`src/rtl/dma_out_packer.sv`:
```
// Packs FWFT FIFO bytes little-endian into 32-bit AXI4-Stream beats; tkeep under DMA_OUT_PACKER_TKEEP_EN.
// Latency: tvalid rises the cycle after the pop that completes a beat; one full beat every 5 cycles.
// Backpressure: no pops while a beat waits for tready, so the FIFO's full flag is the only upstream stall.
module dma_out_packer #(
    parameter int LEN_WIDTH = 24,
    parameter int OUT_BYTES = 4
) (
    input  logic                   clk_i,
    input  logic                   a_rstn_i,
    input  logic                   fifo_empty_i,
    input  logic [7:0]             fifo_rdata_i,
    output logic                   fifo_rd_en_o,
    input  logic                   start_i,
    input  logic [LEN_WIDTH-1:0]   frame_len_i,
    output logic                   busy_o,
    output logic                   done_o,
    output logic [8*OUT_BYTES-1:0] m_axis_tdata,
    output logic                   m_axis_tvalid,
    input  logic                   m_axis_tready,
`ifdef DMA_OUT_PACKER_TKEEP_EN
    output logic [OUT_BYTES-1:0]   m_axis_tkeep,
`endif
    output logic                   m_axis_tlast
);
    localparam int IDX_W = $clog2(OUT_BYTES);
    localparam int DAT_W = 8 * OUT_BYTES;

    typedef enum logic [1:0] {IDLE, PACK, SEND} state_t;

    state_t               state_q, state_d;
    logic [LEN_WIDTH-1:0] remaining_q, remaining_d;
    logic [IDX_W-1:0]     idx_q, idx_d;
    logic [DAT_W-1:0]     data_q, data_d;
    logic                 last_q, last_d;
    logic                 done_q, done_d;
    logic                 pop;
`ifdef DMA_OUT_PACKER_TKEEP_EN
    logic [OUT_BYTES-1:0] keep_q, keep_d;
`endif

    assign pop = (state_q == PACK) && !fifo_empty_i;

    always_comb begin
        state_d     = state_q;
        remaining_d = remaining_q;
        idx_d       = idx_q;
        data_d      = data_q;
        last_d      = last_q;
        done_d      = 1'b0;
`ifdef DMA_OUT_PACKER_TKEEP_EN
        keep_d      = keep_q;
`endif
        case (state_q)
            IDLE: begin
                if (start_i) begin
                    if (frame_len_i != '0) begin
                        remaining_d = frame_len_i;
                        idx_d       = '0;
                        data_d      = '0;
                        last_d      = 1'b0;
                        state_d     = PACK;
                    end else begin
                        done_d = 1'b1;
                    end
                end
            end
            PACK: begin
                if (pop) begin
                    data_d[8*idx_q +: 8] = fifo_rdata_i;
                    idx_d       = idx_q + 1'b1;
                    remaining_d = remaining_q - LEN_WIDTH'(1);
                    if (idx_q == IDX_W'(OUT_BYTES - 1) || remaining_q == LEN_WIDTH'(1)) begin
                        state_d = SEND;
                        last_d  = (remaining_q == LEN_WIDTH'(1));
`ifdef DMA_OUT_PACKER_TKEEP_EN
                        // Lanes up to and including the one just written are valid.
                        for (int l = 0; l < OUT_BYTES; l++) begin
                            keep_d[l] = (IDX_W'(l) <= idx_q);
                        end
`endif
                    end
                end
            end
            SEND: begin
                if (m_axis_tready) begin
                    if (last_q) begin
                        state_d = IDLE;
                        done_d  = 1'b1;
                    end else begin
                        idx_d   = '0;
                        data_d  = '0;
                        state_d = PACK;
                    end
                end
            end
            default: state_d = IDLE;
        endcase
    end

    always_ff @(posedge clk_i or negedge a_rstn_i) begin
        if (!a_rstn_i) begin
            state_q     <= IDLE;
            remaining_q <= '0;
            idx_q       <= '0;
            data_q      <= '0;
            last_q      <= 1'b0;
            done_q      <= 1'b0;
`ifdef DMA_OUT_PACKER_TKEEP_EN
            keep_q      <= '0;
`endif
        end else begin
            state_q     <= state_d;
            remaining_q <= remaining_d;
            idx_q       <= idx_d;
            data_q      <= data_d;
            last_q      <= last_d;
            done_q      <= done_d;
`ifdef DMA_OUT_PACKER_TKEEP_EN
            keep_q      <= keep_d;
`endif
        end
    end

    assign fifo_rd_en_o  = pop;
    assign busy_o        = (state_q != IDLE);
    assign done_o        = done_q;
    assign m_axis_tvalid = (state_q == SEND);
    assign m_axis_tdata  = data_q;
    assign m_axis_tlast  = last_q;
`ifdef DMA_OUT_PACKER_TKEEP_EN
    assign m_axis_tkeep  = keep_q;
`endif

endmodule

```
`config.mk`:
```
export PLATFORM = sky130hd
export DESIGN_NAME = dma_out_packer
export DESIGN_NICKNAME = d
export VERILOG_FILES = /design/src/rtl/dma_out_packer.sv
export SDC_FILE = /design/constraint.sdc
export NUM_CORES = 1
export LEC_CHECK = 0
export ABC_CLOCK_PERIOD_IN_PS = 2900
export CORE_UTILIZATION = 45
export DETAILED_ROUTE_END_ITERATION = 10
export PLACE_DENSITY = 0.74
export SETUP_SLACK_MARGIN = 0.5
export SYNTH_ARGS = -nofsm -noshare
export SYNTH_HDL_FRONTEND = slang
export SYNTH_SLANG_ARGS = --single-unit
```
`constraint.sdc`:
```
create_clock -name clk_i -period 2.9 [get_ports clk_i]
set_input_delay 0.87 -clock clk_i [delete_from_list [all_inputs] [get_ports clk_i]]
set_output_delay 0.87 -clock clk_i [all_outputs]
set_load 0.05 [all_outputs]
```
==> metrics.txt, run 1 <==
run status complete, no violations; prevailing post-synth register cell dfrtp_1; yosys warns 0; Area Growth Syn to Fin 43.2%; Yosys reg bits 62; final hold slack about 0.50 ns; layout cells sized above 1 a little under a fifth; element type at the critical path end register; CTS tree done; global-route wire length before repair 17.4 mm; Ports 74; starting density of the core between 40 and 50%; dpl hpwl approximately 7.5 mm; maximum vdd drop just over 0.0007 V; Worst R2R Start remaining_q[2]; Initial DRT Pass Iterations 5; fin crit period around 2.4 ns; DRT antenna net count 0; Nets between 500 and 600; crit-path max FO 13; clock-pin slew on the worst setup and hold paths roughly 0.070 ns; cell area after synthesis ~0.0035 mm²; worst skew pair latency 0.35 ns; Synth Area per Inst 8.76 µm²; synthesized instance count about 400; H-tree depth 3; cell count after placement 581; ant diodes 0; Reg2Reg Depth 5; GRT overflow 0; global-route usage over all layers 26.8%; PortBufs 73; DRT iter0 DRCs about 270; clock sinks 62; Seq/Total Area, Yosys a little over two fifths; crit path kind primary input to register; Final Util 68.4%; LEAKAGE 2.49 nW; drt drc 0; Rows 31; most common cell after layout, fill and taps aside dfrtp_1; # hold bufs at CTS 0; Net Count, Synth 448; Setup crit start kind primary input; worst hold endpoint m_axis_tdata[12]; initial antenna violation count 0; worst hold stages 2; Unique masters post-synth 57; Worst Min Path Start m_axis_tdata[12]; Max-slew headroom ~43%; via count around 3700; number of synthesized flops with an enable pin 0; max_cap viols 0; largest net degree at the start of global routing 30; Critical Path AT ~2.6 ns; Die Height roughly 90 µm; Hold/Removal Path Class register to register; die area between 0.008 and 0.009 mm²; DR vias/cell a little over 6; Hold Vio Cnt, Final 0; skew final 0.0116 ns; Crit path required time between 3 and 4 ns; root buffer cell clkbuf_8; worst r2r dst remaining_q[19]; Tcrit/Tclk final 82.0%; CORE AREA 0.00741 mm²; vias in the first global route between 3000 and 4000; Avg WL per Cell about 18 µm; worst slew pin tran 0.858 ns; Routed WL about 11 mm; post-route insts no fill approximately 600; CTS Buf Count 9; commonest cells after routing, fill and taps aside dfrtp_1 (61), o21ai_0 (59), nand2_1 (46); RSZ-0062 raised after global routing true; final slew viol count 0; width of the die a little over 90 µm; PwrDens roughly 1000 mW/mm²; final setup vio count 0; Async S/R FF share, synth 100%; maximum clock insertion buffer count 2; r2r setup slk ~0.65 ns; Max Clock Freq approximately 420 MHz; Final Wtd Congestion ~0.9
-- layer usage --
layer | track usage (%) | wire (µm)
met5 | 0 | 0
met4 | 6.59 | 129
met3 | 4.88 | 859
met2 | 43.7 | 5170
met1 | 36.9 | 4700
-- logic make-up after synthesis --
logic type                 after synthesis  synth area share (%)
and+or+nand+nor                        143                  22.0
DFF                                     62                  43.9
adders and majority gates                7                  2.48
buffers and inverters                   41                  4.63
muxes                                    1                 0.283
AOI/OAI and AO/OA                      150                  26.8
-- cells in the mapped netlist (2+ instances only) --
master	number	area (µm²)
a211oi_1	2	15.0
dfrtp_1	62	1550
a21oi_1	18	90.1
o21a_1	3	22.5
nor4_4	2	42.5
nand2_1	46	173
or4_1	7	52.6
a211o_1	4	35.0
a22oi_1	5	37.5
o31ai_1	25	188
o31a_1	3	26.3
o21ai_1	4	20.0
a31o_2	2	17.5
nor3_1	5	25.0
o22a_1	2	17.5
inv_1	8	30.0
or2_2	3	18.8
clkbuf_1	23	86.3
and4_1	3	26.3
nor2_1	30	113
nor4_1	15	93.8
a32oi_1	2	17.5
buf_2	7	35.0
and3_1	2	12.5
nand3_1	8	40.0
nand4_1	5	31.3
ha_1	7	87.6
or4_4	2	22.5
nand2b_1	4	25.0
o21ai_0	64	320
o211ai_1	4	30.0
nor2b_1	2	12.5
-- critical path: stages --
cell and delay (ns):
clkdlybuf4s50_1 0.49, nor2b_4 0.19, o21ba_4 0.18, o21ai_4 0.08
buf_6 0.15, or4_1 0.54, o21ai_1 0.14
-- metrics by stage --
stage / total power [mW] / setup slack [ns] / cell area (µm²) / TNS [ns]
after global routing: 5.34 / 0.468 / 5060 / 0
after CTS: 4.99 / 0.500 / 4980 / 0
after detailed placement: 3.88 / -0.165 / 4580 / -3.75
final: 5.04 / 0.523 / 5060 / 0
after floorplan: 2.98 / 0.562 / 3540 / 0
after global placement: 3.80 / -0.0267 / 4580 / -0.382
-- layout make-up --
cell class	count	area, µm²
repair buffers	119	1220
well taps	99	124
inverters	9	33.8
multi-input cells	302	1920
clock inverters	3	68.8
fillers	588	2340
clock buffers	12	145
flip-flops and latches	62	1550
-- sequential cells by signal, indices dropped and copies added (netlist names) --
register      cells
state_q           2
idx_q             2
remaining_q      24
m_axis_tdata     32
m_axis_tlast      1
done_o            1
-- worst max path at each step --
| stage | startpoint | endpoint | slack (ns) | depth (start not counted) |
|---|---|---|---|---|
| global route | start_i | m_axis_tlast | 0.47 | 7 |
| detailed placement | frame_len_i[11] | m_axis_tdata[22] | -0.17 | 10 |
| global placement | frame_len_i[11] | m_axis_tdata[16] | -0.03 | 10 |
| floorplan | frame_len_i[11] | m_axis_tdata[16] | 0.56 | 6 |
| finish | start_i | m_axis_tlast | 0.52 | 7 |
| CTS | start_i | m_axis_tlast | 0.50 | 7 |
-- where the power goes --
group | switching (mW) | internal, mW | leakage [nW]
Combinational | 1.57 | 1.14 | 1.59
Clock | 0.342 | 0.505 | 0.107
Sequential | 0.363 | 1.13 | 0.798
-- what timing repair did --
item | in CTS | in global routing
gates resized for setup | 45 | 38
gates cloned | 3 | 0
pin swaps | 13 | 7
setup endpoints to repair | 60 | 60
setup buffers | 7 | 0
Note: power is estimated with default switching activity, not from simulation.
==> run 2: changes to the inputs <==
--- a/config.mk
+++ b/config.mk
@@ -5,10 +5,10 @@
 export SDC_FILE = /design/constraint.sdc
 export NUM_CORES = 1
 export LEC_CHECK = 0
-export ABC_CLOCK_PERIOD_IN_PS = 2900
+export ABC_CLOCK_PERIOD_IN_PS = 2110
 export CORE_UTILIZATION = 45
 export DETAILED_ROUTE_END_ITERATION = 10
-export PLACE_DENSITY = 0.74
+export PLACE_DENSITY = 0.77
 export SETUP_SLACK_MARGIN = 0.5
 export SYNTH_ARGS = -nofsm -noshare
 export SYNTH_HDL_FRONTEND = slang
==> constraint.sdc (replaced) <==
create_clock -name clk_i -period 2.11 [get_ports clk_i]
set_input_delay 0.633 -clock clk_i [delete_from_list [all_inputs] [get_ports clk_i]]
set_output_delay 0.633 -clock clk_i [all_outputs]
set_load 0.05 [all_outputs]
==> metrics.txt, run 2 (synthesized netlist as in run 1, its figures left out) <==
Routed WL around 14 mm; Rows 31; Max-slew headroom between 50 and 60%; DRT antenna net count 0; root buffer cell clkbuf_8; CORE AREA ~0.0074 mm²; Setup crit start kind register; clock sinks between 60 and 70; Initial DRT Pass Iterations 5; Clk pwr share 12.4%; Ports 74; Pint 4.42 mW; RSZ-0062 raised after global routing true; max reg flops 32; Max Clock Freq 481 MHz; Final Wtd Congestion approximately 0.94; largest net degree at the start of global routing 27; initial antenna violation count 0; final hold slack 0.222 ns; die area ~0.008 mm²; crit path kind register to register; starting density of the core between 40% and 50%; Final WS setup approximately 0.03 ns; Hold Vio Cnt, Final 0; global-route wire length before repair 20.9 mm; final slew viol count 0; dpl hpwl roughly 7.8 mm; P_sw approximately 4.0 mW; run status complete, no violations; ant diodes 0; LEAKAGE 2.48 nW; pre-CTS WS -0.538 ns; Die Height between 90 and 100 µm; fin crit period a little over 2 ns; maximum clock insertion buffer count 2; vias in the first global route 4008; CTS Buf Count 9; Critical Path AT about 2.3 ns; max_cap viols 0; CTS tree done; Area Growth Syn to Fin 65.8%; layout cells sized above 1 between 40 and 50%; crit-path max FO 3; # hold bufs at CTS 0; clock-pin slew on the worst setup and hold paths ~0.070 ns; GRT overflow 0; Crit path required time between 2 and 2.5 ns; setup_tns 0 ns; DR vias/cell about 6.3; Switching Share ~47%; worst skew pair latency ~0.35 ns; drt drc 0; Hold/Removal Path Class primary input to asynchronous set/reset pin; H-tree depth 3; Avg WL per Cell between 20 and 25 µm; combinational share of power ~63%; Tcrit/Tclk final 98.6%; DRT iter0 DRCs 418; width of the die 90.7 µm; Nets between 600 and 700; via count about 4300; Seq pwr share 24.5%; final setup vio count 0; commonest cells after routing, fill and taps aside buf_4 (110), dfrtp_1 (56), nand2_1 (44); skew final 0.00642 ns; PwrDens 1430 mW/mm²; element type at the critical path end register; PortBufs 73; global-route usage over all layers 32.3%; worst slew pin tran around 0.68 ns; maximum vdd drop about 0.00086 V; most common cell after layout, fill and taps aside buf_4
==> run 2: power groups by stage <==
| stage | logic, mW | clock network, mW | registers [mW] |
|---|---|---|---|
| 2_1_floorplan | 2.24 | 0 | 2.23 |
| 4_1_cts | 4.74 | 1.03 | 1.99 |
| 6_report | 5.29 | 1.04 | 2.05 |
| 3_5_place_dp | 3.78 | 0 | 1.97 |
| 5_1_grt | 5.58 | 1.11 | 2.09 |
| 3_3_place_gp | 3.69 | 0 | 1.96 |
==> run 2: final cells by class <==
cell class / instances / area [µm²]
fill: 423 / 1550
clock inverter: 6 / 62.6
clock buffer: 10 / 128
timing repair buffer: 186 / 1670
tap: 99 / 124
multi-input combinational: 301 / 2270
inverter: 9 / 52.6
sequential: 62 / 1560
==> run 2: worst paths after layout <==
kind | startpoint | end | slack [ns] | depth (start not counted)
setup / recovery | remaining_q[16] | remaining_q[23] | 0.03 | 6
hold / removal | a_rstn_i | remaining_q[10] | 0.22 | 1
setup reg to reg | remaining_q[16] | remaining_q[23] | 0.03 | 6
hold reg to reg | m_axis_tdata[16] | m_axis_tdata[16] | 0.50 | 2
max in group asynchronous | a_rstn_i | m_axis_tdata[5] | 1.25 | 2
min in group clk_i | m_axis_tdata[16] | m_axis_tdata[16] | 0.50 | 2
==> run 2: metrics by stage <==
step	util (%)	instance area (µm²)	total power, mW	std cells
2_1_floorplan	-	3780	4.47	404
3_3_place_gp	66.6	4930	5.65	620
3_5_place_dp	66.6	4930	5.75	620
4_1_cts	76.4	5660	7.76	663
5_1_grt	79.1	5860	8.78	673
6_report	79.1	5860	8.38	673
==> run 2: what timing repair did <==
item                       4_1_cts  5_1_grt
buffers inserted                24        9
pin swaps                       38       15
setup endpoints to repair       65       70
gates cloned                     3        1
resized for setup              159       46
==> run 2: routing by layer <==
| metal | vias to the layer above | wire (µm) | global-route usage [%] |
|---|---|---|---|
| met4 | 0 | 593 | 12.9 |
| li1 | 1849 | - | - |
| met2 | 302 | 6620 | 49.2 |
| met1 | 2051 | 5290 | 44.5 |
| met5 | - | 0 | 0 |
| met3 | 62 | 1400 | 7.41 |
==> run 2: worst max-delay path: stages, from the launching register on <==
cell,delay (ns)
dfrtp_1,0.38
or4_4,0.55
or4_4,0.46
buf_4,0.16
o21ai_2,0.12
a21oi_2,0.07
a21oi_1,0.24
==> run 3: changes to the inputs <==
--- a/config.mk
+++ b/config.mk
@@ -7,6 +7,7 @@
 export LEC_CHECK = 0
 export ABC_CLOCK_PERIOD_IN_PS = 2110
 export CORE_UTILIZATION = 45
+export CTS_BUF_LIST = sky130_fd_sc_hd__clkbuf_8 sky130_fd_sc_hd__clkbuf_16
 export DETAILED_ROUTE_END_ITERATION = 10
 export PLACE_DENSITY = 0.77
 export SETUP_SLACK_MARGIN = 0.5
==> metrics.txt, run 3 (synthesized netlist as in run 1, its figures left out) <==
ant diodes 0; Setup crit start kind register; Switching Share between 40% and 50%; DR vias/cell ~6.3; # hold bufs at CTS 0; drt drc 0; max reg flops 32; LEAKAGE ~2.5 nW; run status complete, no violations; Die Height 90.7 µm; initial antenna violation count 0; starting density of the core 47.7%; Overall Power 8.37 mW; Area Growth Syn to Fin 65.8%; max_cap viols 0; crit path kind register to register; Avg WL per Cell just over 20 µm; CTS tree done; worst skew pair latency between 0.3 and 0.4 ns; Reg2Reg Depth 6; fin crit period 2.08 ns; family with the most delay on the worst path simple AND/OR/NAND/NOR gates; final slew viol count 0; crit-path max FO 3; Final Wtd Congestion roughly 0.94; clock-pin slew on the worst setup and hold paths roughly 0.07 ns; RSZ-0062 raised after global routing true; Max Clock Freq between 400 and 500 MHz; Rows 31; Worst R2R Start remaining_q[16]; Hold/Removal Path Class primary input to asynchronous set/reset pin; final setup vio count 0; DRT iter0 DRCs about 420; Initial DRT Pass Iterations 4; Tcrit/Tclk final 98.5%; crit path buf inv count 1; vias in the first global route between 4000 and 5000; Largest stage delay, worst path 0.55 ns; width of the die between 90 and 100 µm; r2r setup slk 0.03 ns; die area 0.00822 mm²; PwrDens between 1000 and 1500 mW/mm²; root buffer cell clkbuf_8; PortBufs 73; Crit path required time approximately 2.4 ns; Critical Path Slowest Stage Cell or4_4; worst r2r dst remaining_q[23]; Ports 74; global-route wire length before repair around 21 mm; clock sinks 62; Seq pwr share 24.6%; CTS Buf Count 9; layout cells sized above 1 about 47%; CP dominant cell by count or4_4; maximum clock insertion buffer count 2; Hold Vio Cnt, Final 0; skew final roughly 0.0075 ns; maximum vdd drop 0.000858 V; global-route usage over all layers about a third; H-tree depth 3; Critical Path AT about 2.3 ns; largest net degree at the start of global routing 27; worst slew pin tran between 0.6 and 0.7 ns; combinational share of power 63.1%; Pint approximately 4.4 mW; DRT antenna net count 0; via count around 4200; Routed WL approximately 14 mm; P_sw roughly 4.0 mW; cell count after placement 620; commonest cells after routing, fill and taps aside buf_4 (110), dfrtp_1 (56), nand2_1 (44); crit path cell chain or4_4, or4_4, buf_4, o21ai_2, a21oi_2, a21oi_1; CORE AREA roughly 0.0074 mm²; Max-slew headroom between 50 and 60%; Nets 613; post-route insts no fill ~670; dpl hpwl between 7 and 8 mm; Clk pwr share between 10% and 20%; GRT overflow 0; element type at the critical path end register; most common cell after layout, fill and taps aside buf_4
## run 3: final cells by class
class / instances / area (µm²)
Inverter: 9 / 52.6
Tap cell: 99 / 124
Sequential cell: 62 / 1560
Fill cell: 423 / 1550
Timing Repair Buffer: 186 / 1670
Multi-Input combinational cell: 301 / 2270
Clock inverter: 7 / 66.3
Clock buffer: 9 / 124
## run 3: timing repair
action,CTS,global route
resized for setup,159,46
setup buffers,24,9
gates cloned,3,1
setup endpoints to repair,65,70
pin swaps,38,15
## run 3: metal layers
| layer | GRT usage, % | vias to the layer above | routed length (µm) |
|---|---|---|---|
| met5 | 0 | - | 0 |
| met2 | 49.2 | 299 | 6630 |
| met1 | 44.5 | 2043 | 5290 |
| met4 | 12.9 | 0 | 575 |
| li1 | - | 1849 | - |
| met3 | 7.41 | 56 | 1380 |
## run 3: metrics by stage
| stage | util (%) | hold slack (ns) | setup TNS [ns] | setup slack (ns) | area [µm²] |
|---|---|---|---|---|---|
| after floorplan | - | 0.337 | 0 | 0.164 | 3780 |
| after global placement | 66.6 | 0.490 | -25.00 | -0.509 | 4930 |
| after detailed placement | 66.6 | 0.503 | -27.22 | -0.538 | 4930 |
| after CTS | 76.4 | 0.228 | 0 | 0.128 | 5660 |
| after global routing | 79.1 | 0.246 | -0.0183 | -0.0183 | 5860 |
| final | 79.1 | 0.222 | 0 | 0.0310 | 5860 |
## run 3: worst register-to-register path, cell delays in order (launching register included)
cell and delay [ns]:
dfrtp_1 0.38, or4_4 0.55, or4_4 0.46, buf_4 0.16, o21ai_2 0.12, a21oi_2 0.07, a21oi_1 0.24
## run 3: power by group through the flow
| stage | combinational [mW] | sequential [mW] | clock [mW] |
|---|---|---|---|
| floorplan | 2.24 | 2.23 | 0 |
| global route | 5.58 | 2.09 | 1.10 |
| detailed placement | 3.78 | 1.97 | 0 |
| CTS | 4.74 | 1.99 | 1.03 |
| finish | 5.29 | 2.06 | 1.03 |
| global placement | 3.69 | 1.96 | 0 |
## run 3: worst max path at each step
stage                    start  slack [ns]  cells past startpoint               end
4_1_cts        remaining_q[16]        0.13                      4      m_axis_tlast
6_report       remaining_q[16]        0.03                      6   remaining_q[23]
5_1_grt             state_q[1]       -0.02                      8  m_axis_tdata[10]
3_3_place_gp   frame_len_i[11]       -0.51                      7   remaining_q[16]
2_1_floorplan  frame_len_i[16]        0.16                      6  m_axis_tdata[16]
3_5_place_dp   frame_len_i[11]       -0.54                      7   remaining_q[16]
==> RTL edit 1, RTL diff (settings of run 3) <==
Encoding of `state_t`: now one-hot (3 bits for 3 states).
--- a/src/rtl/dma_out_packer.sv
+++ b/src/rtl/dma_out_packer.sv
@@ -26,5 +26,5 @@
     localparam int DAT_W = 8 * OUT_BYTES;
 
-    typedef enum logic [1:0] {IDLE, PACK, SEND} state_t;
+    typedef enum logic [2:0] {IDLE = 3'b001, PACK = 3'b010, SEND = 3'b100} state_t;
 
     state_t               state_q, state_d;
Formal check against the unedited RTL: no difference found for any inputs over 10 cycles, from zero or initial values and one cycle with a_rstn_i low; not proved beyond that.
==> RTL edit 1 against run 3 <==
  * The run now ends with setup timing left
  * Worst hold slack improved by 0.065 ns
  * Total power is 2.0% higher
  * Combinational power up 4.0%
  * Maximum frequency is 7.7% lower
  * Non-clock buffer count is 23 lower
  * Core utilization is 5.1 points lower
  * Via count is 14% lower
  * Synthesized area increased by 0.42%
  * Design area is 2.9% lower
  * Routed wire length down 21%
  * Sequential cell count rose by 1
  * Cell count fell by 3.0%
  * Worst setup slack worse by 0.17 ns
  * Critical path type is now register to primary output
  * Largest cell class unchanged
==> RTL edit 1: results (changes against run 3) <==
- Post-Place Worst Slack: -0.616 ns (-0.0780 ns)
- Via density per instance: 5.59 (-11%)
- Critical Path Start: state_q[0]$_DFFE_PN1P_
- First-pass GRT wire length: 16.7 mm (-20%)
- Avg Cell Area, Syn: 9.16 µm² (+4.6%)
- Sequential share of the synthesized area: 0.444 (+0.00554)
- Synth unique cells: 53 (-7.0%)
- Largest net degree at the start of global routing: 64 (+140%)
- CTS clk-pin slew, worst paths: 0.09 ns (+0.02 ns)
- Post-synth top cells: dfrtp_1, nand2_1, inv_1, nor2_1, mux2i_1
- Peak VDD IR: 884 µV (+3.1%)
- GRT Total Usage: 0.256 (-0.0677)
- Vias post-DR: 3648 (-14%)
- WL met3: 599 µm (-57%)
- Synth area leaders: dfrtp_1, mux2i_1, nand2_1
- Critical path peak fanout: 4 (+1)
- Outcome: finished with violations
- Violated checks: setup timing
- Layout cells sized above 1: 0.374 (-0.100)
- Final WS setup: -0.143 ns (-0.174 ns)
- DR pass1 iterations: 5 (+1)
- Later-pin clock latency in the skew report: 0.36 ns (+0.02 ns)
- LEAKAGE: 2.51 nW (+0.78%)
- Half-perimeter wire length after placement: 6.67 mm (-15%)
- Hold slack: 0.287 ns (+0.0650 ns)
- Post-Place Cells: 612 (-1.3%)
- Worst clock skew: 0.0112 ns (+0.00366 ns)
- Reg-to-Reg End: remaining_q[19]$_DFFE_PN0P_
- # setup viols final: 49 (+49)
- Routed wirelength normalized by instance count: 16.7 µm (-19%)
- Cells on worst reg2reg path: 7 (+1)
-- RTL edit 1: routing by layer --
metal  global-route usage  vias to the layer above
met5                    0                        -
met4               0.0979                        0
met3               0.0488                       22
met2                0.426                      143
met1                0.329                     1789
li1                     -                     1694
-- RTL edit 1: cell type report --
class / instances / area share
well taps: 102 / 0.0224
flip-flops and latches: 63 / 0.277
repair buffers: 163 / 0.279
multi-input cells: 270 / 0.359
inverters: 39 / 0.0264
clock inverters: 7 / 0.0141
clock buffers: 9 / 0.0218
-- RTL edit 1: logic make-up after synthesis --
group / synth area share
compound gates: 0.168
flops: 0.444
simple gates: 0.206
fa+ha+maj: 0.0247
buf+inv: 0.0620
xor+xnor: 0.00247
mux: 0.0930
-- RTL edit 1: through the flow --
stage	setup TNS [ns]	cell area [µm²]
2_1_floorplan	-6.85	3640
6_report	-2.64	5690
3_3_place_gp	-32.53	4880
4_1_cts	-2.38	5320
3_5_place_dp	-34.42	4880
5_1_grt	-6.81	5690
-- RTL edit 1: how the worst min path moves through the flow --
stage / start / endpoint
finish: a_rstn_i / m_axis_tdata[12]$_DFFE_PN0P_
global route: a_rstn_i / m_axis_tdata[5]$_DFFE_PN0P_
CTS: a_rstn_i / m_axis_tdata[6]$_DFFE_PN0P_
detailed placement: m_axis_tdata[5]$_DFFE_PN0P_ / m_axis_tdata[5]$_DFFE_PN0P_
global placement: remaining_q[19]$_DFFE_PN0P_ / remaining_q[19]$_DFFE_PN0P_
floorplan: a_rstn_i / done_o$_DFF_PN0_
-- RTL edit 1: repair_timing --
item	CTS	global route
cloned	1	1
endpoints found under the setup margin	74	83
resized for setup	90	63
endpoints found under the hold margin	0	0
pin swaps	21	22
setup buffers	15	8
-- RTL edit 1: worst max-delay path: stages, from the launching register on --
cell	delay, ns
dfstp_2	0.57
or3b_4	0.42
buf_6	0.14
buf_8	0.14
-- RTL edit 1: power by group through the flow --
stage          registers (mW)  clock network, mW  logic, mW
2_1_floorplan            2.14                  0       2.59
3_5_place_dp             1.91                  0       3.98
6_report                 1.94               1.09       5.50
4_1_cts                  1.89               1.10       4.68
5_1_grt                  1.99               1.17       5.85
3_3_place_gp             1.89                  0       3.88
==> RTL edit 2, RTL diff (config.mk and constraints of run 3) <==
Without the edit above. The parameter `LEN_WIDTH` goes from 24 to 12.
--- a/src/rtl/dma_out_packer.sv
+++ b/src/rtl/dma_out_packer.sv
@@ -3,5 +3,5 @@
 // Backpressure: no pops while a beat waits for tready, so the FIFO's full flag is the only upstream stall.
 module dma_out_packer #(
-    parameter int LEN_WIDTH = 24,
+    parameter int LEN_WIDTH = 12,
     parameter int OUT_BYTES = 4
 ) (
Interface: changed (resized frame_len_i); port bits go from 74 to 62. No check against the original RTL was run, so the function may have changed too.
==> RTL edit 2 against run 3 <==
  * Cell count shrank 29%
  * Total power shrank 30%
  * Clock power shrank 39%
  * Synthesized area shrank 19%
  * Non-clock buffer count shrank 64
  * Routed wire length shrank 37%
  * Design area shrank 26%
  * Worst setup slack gained 0.15 ns
  * Synthesized cell count shrank 29%
  * Combinational power shrank 30%
  * Clock skew shrank 0.0031 ns
  * Sequential cell count shrank 12
  * Largest cell class unchanged
  * Highest routed layer unchanged
==> RTL edit 2: results (changes against run 3) <==
- Outcome: completed
- Post-synth top area share: 0.439 (+0.000740)
- Cells on worst reg2reg path: 7 (+1)
- Reg-to-Reg End: remaining_q[8]$_DFFE_PN0P_
- Peak VDD IR: 991 µV (+16%)
- Vias in the first global route: 2626 (-34%)
- Hold slack: 0.285 ns (+0.0628 ns)
- Critical Path Start: remaining_q[0]$_DFFE_PN0P_
- Sequential share of the synthesized area: 0.439 (+0.000740)
- Critical path's slowest cell: dfrtp_1
- Vias post-DR: 2706 (-36%)
- Multi-input combinational cell area: 0.00167 mm² (-26%)
- First-pass GRT wire length: 12.7 mm (-39%)
- Placed inst area: 0.00378 mm² (-23%)
- Post-Place Worst Slack: -0.340 ns (+0.198 ns)
- Met3 GRT Util: 0.0444 (-0.0296)
- I/O Buffers: 61 (-16%)
- Critical path peak fanout: 5 (+2)
- LEAKAGE: 1.98 nW (-21%)
- Crit share post-route: 0.916 (-0.0693)
- Synth area leaders: dfrtp_1, mux2i_1, inv_1
- Via density per instance: 5.68 (-9.9%)
- Routed wirelength normalized by instance count: 18.5 µm (-11%)
- H-tree depth: 2 (-1)
- Synth unique cells: 51 (-11%)
- Half-perimeter wire length after placement: 5.51 mm (-30%)
- FILL cells: 402 (-5.0%)
- Post-synth top cells: dfrtp_1, inv_1, nand2_1, mux2i_1, a21oi_1
-- RTL edit 2: cell types whose count changed in the layout (fill, tap and decap cells not counted), moves of 13 or more --
cell and change:
o31ai_1 -20, o21ai_1 -32, o21ai_0 -18, nor2_1 -19
o21ai_2 -13, inv_1 +32, mux2i_1 +32, buf_6 -13
buf_4 -34
-- RTL edit 2: critical path, delay by kind of cell (launching register included) --
kind / cells / cell delay (ns)
flops: 1 / 0.43
buf+inv: 2 / 0.25
simple gates: 1 / 0.42
compound gates: 3 / 0.63
fa+ha+maj: 1 / 0.13
-- RTL edit 2: kinds of logic after synthesis --
family,Yosys count,synth area share
AO/OA/AOI/OAI,49,0.157
adder cells (fa/ha/maj),7,0.0308
buffers and inverters,57,0.0808
flip-flops,50,0.439
multiplexers,35,0.124
AND/OR/NAND/NOR,89,0.168
-- RTL edit 2: report_power, final --
part	total [mW]	switching [mW]	internal (mW)	leakage, nW
clock	0.624	0.353	0.271	0.0478
sequential	1.50	0.309	1.19	0.655
combinational	3.71	1.98	1.72	1.27
total	5.83	2.65	3.19	1.98
-- RTL edit 2: cell type report --
cell class                      instances  share of cell area
Clock buffer                            6              0.0189
Multi-Input combinational cell        180               0.383
Tap cell                               75              0.0215
Timing Repair Buffer                  122               0.248
Clock inverter                          2             0.00372
Sequential cell                        50               0.288
Inverter                               41              0.0361
-- RTL edit 2: repair_timing --
action	4_1_cts	5_1_grt
pin swaps	21	19
gates resized for setup	78	27
hold buffers	0	0
setup buffers	20	10
endpoints found under the hold margin	0	0
setup endpoints to repair	53	53
-- RTL edit 2: layer usage --
layer,up-vias,wire [µm]
met3,31,415
met4,0,297
met5,-,0
met2,115,4430
met1,1338,3640
li1,1222,-
